--- config.mk ---
export PLATFORM = sky130hd
export DESIGN_NAME = ram_bus_arbiter
export DESIGN_NICKNAME = d
export VERILOG_FILES = /design/src/rtl/cpu_types_pkg.sv /design/src/rtl/ram_bus_arbiter_rr_pick.sv /design/src/rtl/ram_bus_arbiter.sv
export SDC_FILE = /design/constraint.sdc
export NUM_CORES = 1
export LEC_CHECK = 0
export CAP_MARGIN = 30
export CORE_MARGIN = 10
export CORE_UTILIZATION = 30
export CTS_CLUSTER_DIAMETER = 30
export DETAILED_ROUTE_END_ITERATION = 8
export GPL_TIMING_DRIVEN = 0
export SYNTH_ARGS = -nofsm -noshare
export SYNTH_HDL_FRONTEND = slang
export SYNTH_SLANG_ARGS = --single-unit
--- constraint.sdc ---
create_clock -name CLK -period 1.55 [get_ports CLK]
set_input_delay 0.31 -clock CLK [delete_from_list [all_inputs] [get_ports CLK]]
set_output_delay 0.31 -clock CLK [all_outputs]
set_load 0.02 [all_outputs]
--- src/rtl/cpu_types_pkg.sv ---
// Shared CPU / memory-system types.
// ramstate_t: RAM handshake state; arb_state_t: RAM bus arbiter FSM.
package cpu_types_pkg;

  typedef enum logic [1:0] {
    FREE,
    BUSY,
    ACCESS,
    ERROR
  } ramstate_t;

  typedef enum logic [0:0] {
    IDLE,
    OWN
  } arb_state_t;

endpackage

--- src/rtl/ram_bus_arbiter_rr_pick.sv ---
// Combinational round-robin finder: first set bit of req at or above ptr,
// wrapping to bit 0. Ports: req, ptr in; any, idx out.
module rr_pick
  import cpu_types_pkg::*;
#(
  parameter  int CPUS = 2,
  localparam int CPUW = $clog2(CPUS)
) (
  input  logic [CPUS-1:0] req,
  input  logic [CPUW-1:0] ptr,
  output logic            any,
  output logic [CPUW-1:0] idx
);

  logic            hi_any;
  logic [CPUW-1:0] hi_idx;
  logic [CPUW-1:0] lo_idx;

  // Descending scan so the lowest matching index wins in each half.
  always_comb begin
    any    = 1'b0;
    hi_any = 1'b0;
    hi_idx = '0;
    lo_idx = '0;
    for (int k = CPUS - 1; k >= 0; k--) begin
      if (req[k]) begin
        any    = 1'b1;
        lo_idx = CPUW'(k);
        if (k >= int'(ptr)) begin
          hi_any = 1'b1;
          hi_idx = CPUW'(k);
        end
      end
    end
    idx = hi_any ? hi_idx : lo_idx;
  end

endmodule

--- src/rtl/ram_bus_arbiter.sv ---
// Round-robin RAM bus arbiter between per-CPU I and D caches.
// In: CLK, nRST, dreq, ireq, done. Out: gnt_valid, gnt_cpu, gnt_isdata, timeout_err.
module ram_bus_arbiter
  import cpu_types_pkg::*;
#(
  parameter  int CPUS    = 2,
  parameter  int ILIMIT  = 4,
  parameter  int TIMEOUT = 16,
  localparam int CPUW    = $clog2(CPUS)
) (
  input  logic            CLK,
  input  logic            nRST,
  input  logic [CPUS-1:0] dreq,
  input  logic [CPUS-1:0] ireq,
  input  logic            done,
  output logic            gnt_valid,
  output logic [CPUW-1:0] gnt_cpu,
  output logic            gnt_isdata,
  output logic            timeout_err
);

  localparam int OW = $clog2(TIMEOUT);
  localparam int SW = $clog2(ILIMIT + 1);

  arb_state_t      state_q, state_d;
  logic            gv_q, gv_d;
  logic [CPUW-1:0] gc_q, gc_d;
  logic            gd_q, gd_d;
  logic            te_q, te_d;
  logic [CPUW-1:0] dptr_q, dptr_d;
  logic [CPUW-1:0] iptr_q, iptr_d;
  logic [SW-1:0]   dstk_q, dstk_d;
  logic [OW-1:0]   own_q, own_d;

  logic            d_any, i_any;
  logic [CPUW-1:0] d_idx, i_idx;
  logic            pick_i;
  logic            held;
  logic            rel;
  logic            adv;

  rr_pick #(.CPUS(CPUS)) u_dpick (
    .req (dreq),
    .ptr (dptr_q),
    .any (d_any),
    .idx (d_idx)
  );

  rr_pick #(.CPUS(CPUS)) u_ipick (
    .req (ireq),
    .ptr (iptr_q),
    .any (i_any),
    .idx (i_idx)
  );

  function automatic logic [CPUW-1:0] nxt(
    input logic [CPUW-1:0] c
  );
    return (c == CPUW'(CPUS - 1)) ? '0 : c + 1'b1;
  endfunction

  always_comb begin
    state_d = state_q;
    gv_d    = gv_q;
    gc_d    = gc_q;
    gd_d    = gd_q;
    te_d    = 1'b0;
    dptr_d  = dptr_q;
    iptr_d  = iptr_q;
    dstk_d  = dstk_q;
    own_d   = own_q;
    rel     = 1'b0;
    adv     = 1'b0;
    pick_i  = (i_any && dstk_q == SW'(ILIMIT)) || !d_any;
    held    = gd_q ? dreq[gc_q] : ireq[gc_q];

    unique case (state_q)
      IDLE: begin
        if (!i_any) dstk_d = '0;
        if (d_any || i_any) begin
          state_d = OWN;
          gv_d    = 1'b1;
          gc_d    = pick_i ? i_idx : d_idx;
          gd_d    = !pick_i;
          own_d   = '0;
        end
      end
      OWN: begin
        if (done) begin
          rel = 1'b1;
          adv = 1'b1;
          if (!gd_q) begin
            dstk_d = '0;
          end else if (dstk_q != SW'(ILIMIT)) begin
            dstk_d = dstk_q + 1'b1;
          end
        end else if (!held) begin
          rel = 1'b1;
        end else if (own_q == OW'(TIMEOUT - 1)) begin
          rel  = 1'b1;
          adv  = 1'b1;
          te_d = 1'b1;
        end else begin
          own_d = own_q + 1'b1;
        end
      end
    endcase

    if (rel) begin
      state_d = IDLE;
      gv_d    = 1'b0;
    end
    if (adv) begin
      if (gd_q) dptr_d = nxt(gc_q);
      else      iptr_d = nxt(gc_q);
    end
  end

  always_ff @(posedge CLK or negedge nRST) begin
    if (!nRST) begin
      state_q <= IDLE;
      gv_q    <= 1'b0;
      gc_q    <= '0;
      gd_q    <= 1'b0;
      te_q    <= 1'b0;
      dptr_q  <= '0;
      iptr_q  <= '0;
      dstk_q  <= '0;
      own_q   <= '0;
    end else begin
      state_q <= state_d;
      gv_q    <= gv_d;
      gc_q    <= gc_d;
      gd_q    <= gd_d;
      te_q    <= te_d;
      dptr_q  <= dptr_d;
      iptr_q  <= iptr_d;
      dstk_q  <= dstk_d;
      own_q   <= own_d;
    end
  end

  assign gnt_valid   = gv_q;
  assign gnt_cpu     = gc_q;
  assign gnt_isdata  = gd_q;
  assign timeout_err = te_q;

endmodule

==> flow_summary.json <==
{
  "rr_worst_depth": 5,
  "master_of_the_slowest_instance_on_the_critical_path": "sky130_fd_sc_hd__mux4_2",
  "syn-num-nets": 100,
  "startpoint": "gnt_cpu",
  "hold_viol": 0,
  "clk_transition_reported_paths_ps": 90,
  "num_antenna_cells": 0,
  "syn_to_final_growth_pct": 23.6,
  "core_area_um2": 2710,
  "post_drt_via_cell_ratio": 5.15,
  "grt_start_max_net_pins": 15,
  "post-place-cells": 131,
  "clkLatencyLatePin_ps": 290,
  "max_freq_ghz": 0.675,
  "ys_top_cells_by_count": "sky130_fd_sc_hd__dfrtp_1 (14), sky130_fd_sc_hd__nand2_1 (14), sky130_fd_sc_hd__o21ai_0 (9)",
  "yosys_warnings": 0,
  "cts-root-buf": "sky130_fd_sc_hd__clkbuf_4",
  "synth.avg_cell_area_um2": 9.24,
  "setup_tns_ps": 0,
  "critical_path_startpoint_category": "register",
  "fin_worst_hold_slack_ps": 411,
  "multi_input_comb_area_um2": 474,
  "postSynth.asyncResetShare": 1.00,
  "worst_pin_slew_ps": 644,
  "r2r-end": "own_q[0]",
  "largest_driver_fanout_on_the_critical_path": 5,
  "net_total_in_the_final_layout": 117,
  "final.min_clock_period_ps": 1480,
  "synth-seq-cells": 14,
  "power.ir.vdd_worst_mv": 0.698,
  "synth.largest_area_cell": "sky130_fd_sc_hd__dfrtp_1",
  "netlist_top_cells_area": "sky130_fd_sc_hd__dfrtp_1 (42%), sky130_fd_sc_hd__nand2_1 (6.3%), sky130_fd_sc_hd__o21ai_0 (5.4%), sky130_fd_sc_hd__ha_1 (4.5%), sky130_fd_sc_hd__nor2_1 (3.6%)",
  "antenna_violating_nets_post_route": 0,
  "max_cap_violations": 0,
  "finClkSkew_ps": 9.83,
  "hold_path.class": "input pin to async pin",
  "grt_util_all_layers": 0.0733,
  "num_rows": 19,
  "final_cell_count_no_fill": 137,
  "synthesis.instances": 90,
  "drt-pass1-iter-count": 4,
  "gr-total-overflow": 0,
  "ff_latch_area_um2": 353,
  "floorplan.die.height_um": 72.7,
  "finish.instance_area_um2": 1030,
  "path_depth": 5,
  "vias": 705,
  "hpwl_mm": 1.35,
  "placed_area_um2": 980,
  "crit_path_max_incr_delay_ps": 500,
  "grt_antenna_before_repair": 0,
  "setup.reg_to_reg.worst_slack_ps": 70,
  "netlist-cell-type-count": 29,
  "die_area_um2": 5280,
  "detail_route.iter0.violations": 19,
  "synth.cell_area_um2": 832,
  "grt_pass1_vias": 677,
  "synth-seq-area-share": 0.421,
  "drv_slew": 0,
  "type_of_the_worst_setup_path": "register to register",
  "power_density_nw_per_um2": 1510,
  "cts_buffers": 3,
  "final.fill_count": 296,
  "worstPathCellList": "mux4_2 > and2_4 > buf_6 > xnor2_2 > mux2i_1",
  "place_congestion": 0.869,
  "max_slew_margin": 0.569,
  "route.final.wire_length_mm": 1.83,
  "tritoncts_clock_tree": "yes",
  "crit_path_end_kind": "register",
  "synth_top_area_share": 0.421,
  "final_min_period_over_clock_period": 0.955,
  "timing.final.setup_violations": 0,
  "dp_worst_setup_slack_ps": -421,
  "postLayoutCoreUtil": 0.380,
  "worst_ep_required_time_ps": 1760,
  "synth_enable_flop_cells": 0,
  "outcome": "completed",
  "path_buf_inv": 1,
  "clkSinkCount": 14,
  "arrival_ps": 1690,
  "routedWlPerCell_um": 13.4,
  "rsz_0062_raised_after_global_routing": "yes",
  "clock_tree.buffer_depth": 2,
  "wire_length_of_the_first_global_routing_pass_mm": 3.04,
  "final_layout_size_suffix_gt1_frac": 0.170,
  "leakagePower_nw": 0.443,
  "cpLargestDelayFamily": "multiplexers",
  "r2r_start": "gnt_cpu",
  "floorplan.initialDensity": 0.307,
  "io_buffers": 10,
  "ioPinCount": 11,
  "drt_drc_violations_left": 0,
  "dominantRegCellSynth": "sky130_fd_sc_hd__dfrtp_1",
  "htree_num_levels": 1,
  "chipWidth_um": 72.7,
  "total_power_mw": 1.55,
  "setup_slack_ps": 69.0
}
## repair_timing
item / 4_1_cts / 5_1_grt
hold buffers: 0 / 0
cloned: 0 / 0
setup endpoints to repair: 10 / 9
gates resized for setup: 8 / 5
buffers inserted: 2 / 0
## layout make-up
cell class | instances | area share
inverter | 2 | 0.00730
tap | 31 | 0.0377
multi-input combinational | 71 | 0.461
sequential | 14 | 0.343
clock buffer | 4 | 0.0255
timing repair buffer | 12 | 0.106
buffer | 3 | 0.0195
## worst register-to-register path, stage by stage, from the launching register on
cell and delay (ps):
sky130_fd_sc_hd__dfrtp_2 380, sky130_fd_sc_hd__mux4_2 500, sky130_fd_sc_hd__and2_4 150, sky130_fd_sc_hd__buf_6 120
sky130_fd_sc_hd__xnor2_2 120, sky130_fd_sc_hd__mux2i_1 120
## cells in the final DEF, fill, tap and decap left out, drive strengths merged, types with 3 or more instances in the layout
master | netlist | layout
nand3 | 5 | 5
dfrtp | 14 | 14
nor2 | 8 | 8
clkbuf | 2 | 6
a21oi | 5 | 5
buf | 1 | 3
nand2 | 14 | 14
dlygate4sd2 | 0 | 7
ha | 3 | 3
o21ai | 9 | 9
o31ai | 3 | 3
## registers in the layout (all words and copies together), names as in the netlist
register / cells
dptr_q: 1
state_q: 1
own_q: 4
timeout_err: 1
gnt_valid: 1
iptr_q: 1
gnt_cpu: 1
gnt_isdata: 1
dstk_q: 3
## cells by family after synthesis
logic type	after synthesis	share of synthesized area
muxes	5	0.0782
adders and majority gates	3	0.0451
xor gates and xnor gates	1	0.0105
AOI/OAI and AO/OA	25	0.192
DFF	14	0.421
and+or+nand+nor	37	0.221
buffers and inverters	5	0.0316
## worst max-delay path by stage
stage | end | slack [ps]
after floorplan | own_q[0] | -2
after global placement | own_q[2] | -440
after detailed placement | own_q[0] | -420
after CTS | gnt_cpu | 9
after global routing | own_q[0] | -60
final | own_q[0] | 70
## power breakdown
group | internal (mW) | switching (mW)
combinational | 0.334 | 0.374
clock | 0.100 | 0.127
sequential | 0.492 | 0.123
## layer usage
metal,part of all wire,GRT usage,up-vias
li1,-,-,361
met1,0.47,0.0860,322
met2,0.44,0.105,17
met3,0.067,0.0313,5
met4,0.026,0.0506,0
met5,0,0,-
(Power assumes the default switching activity.)
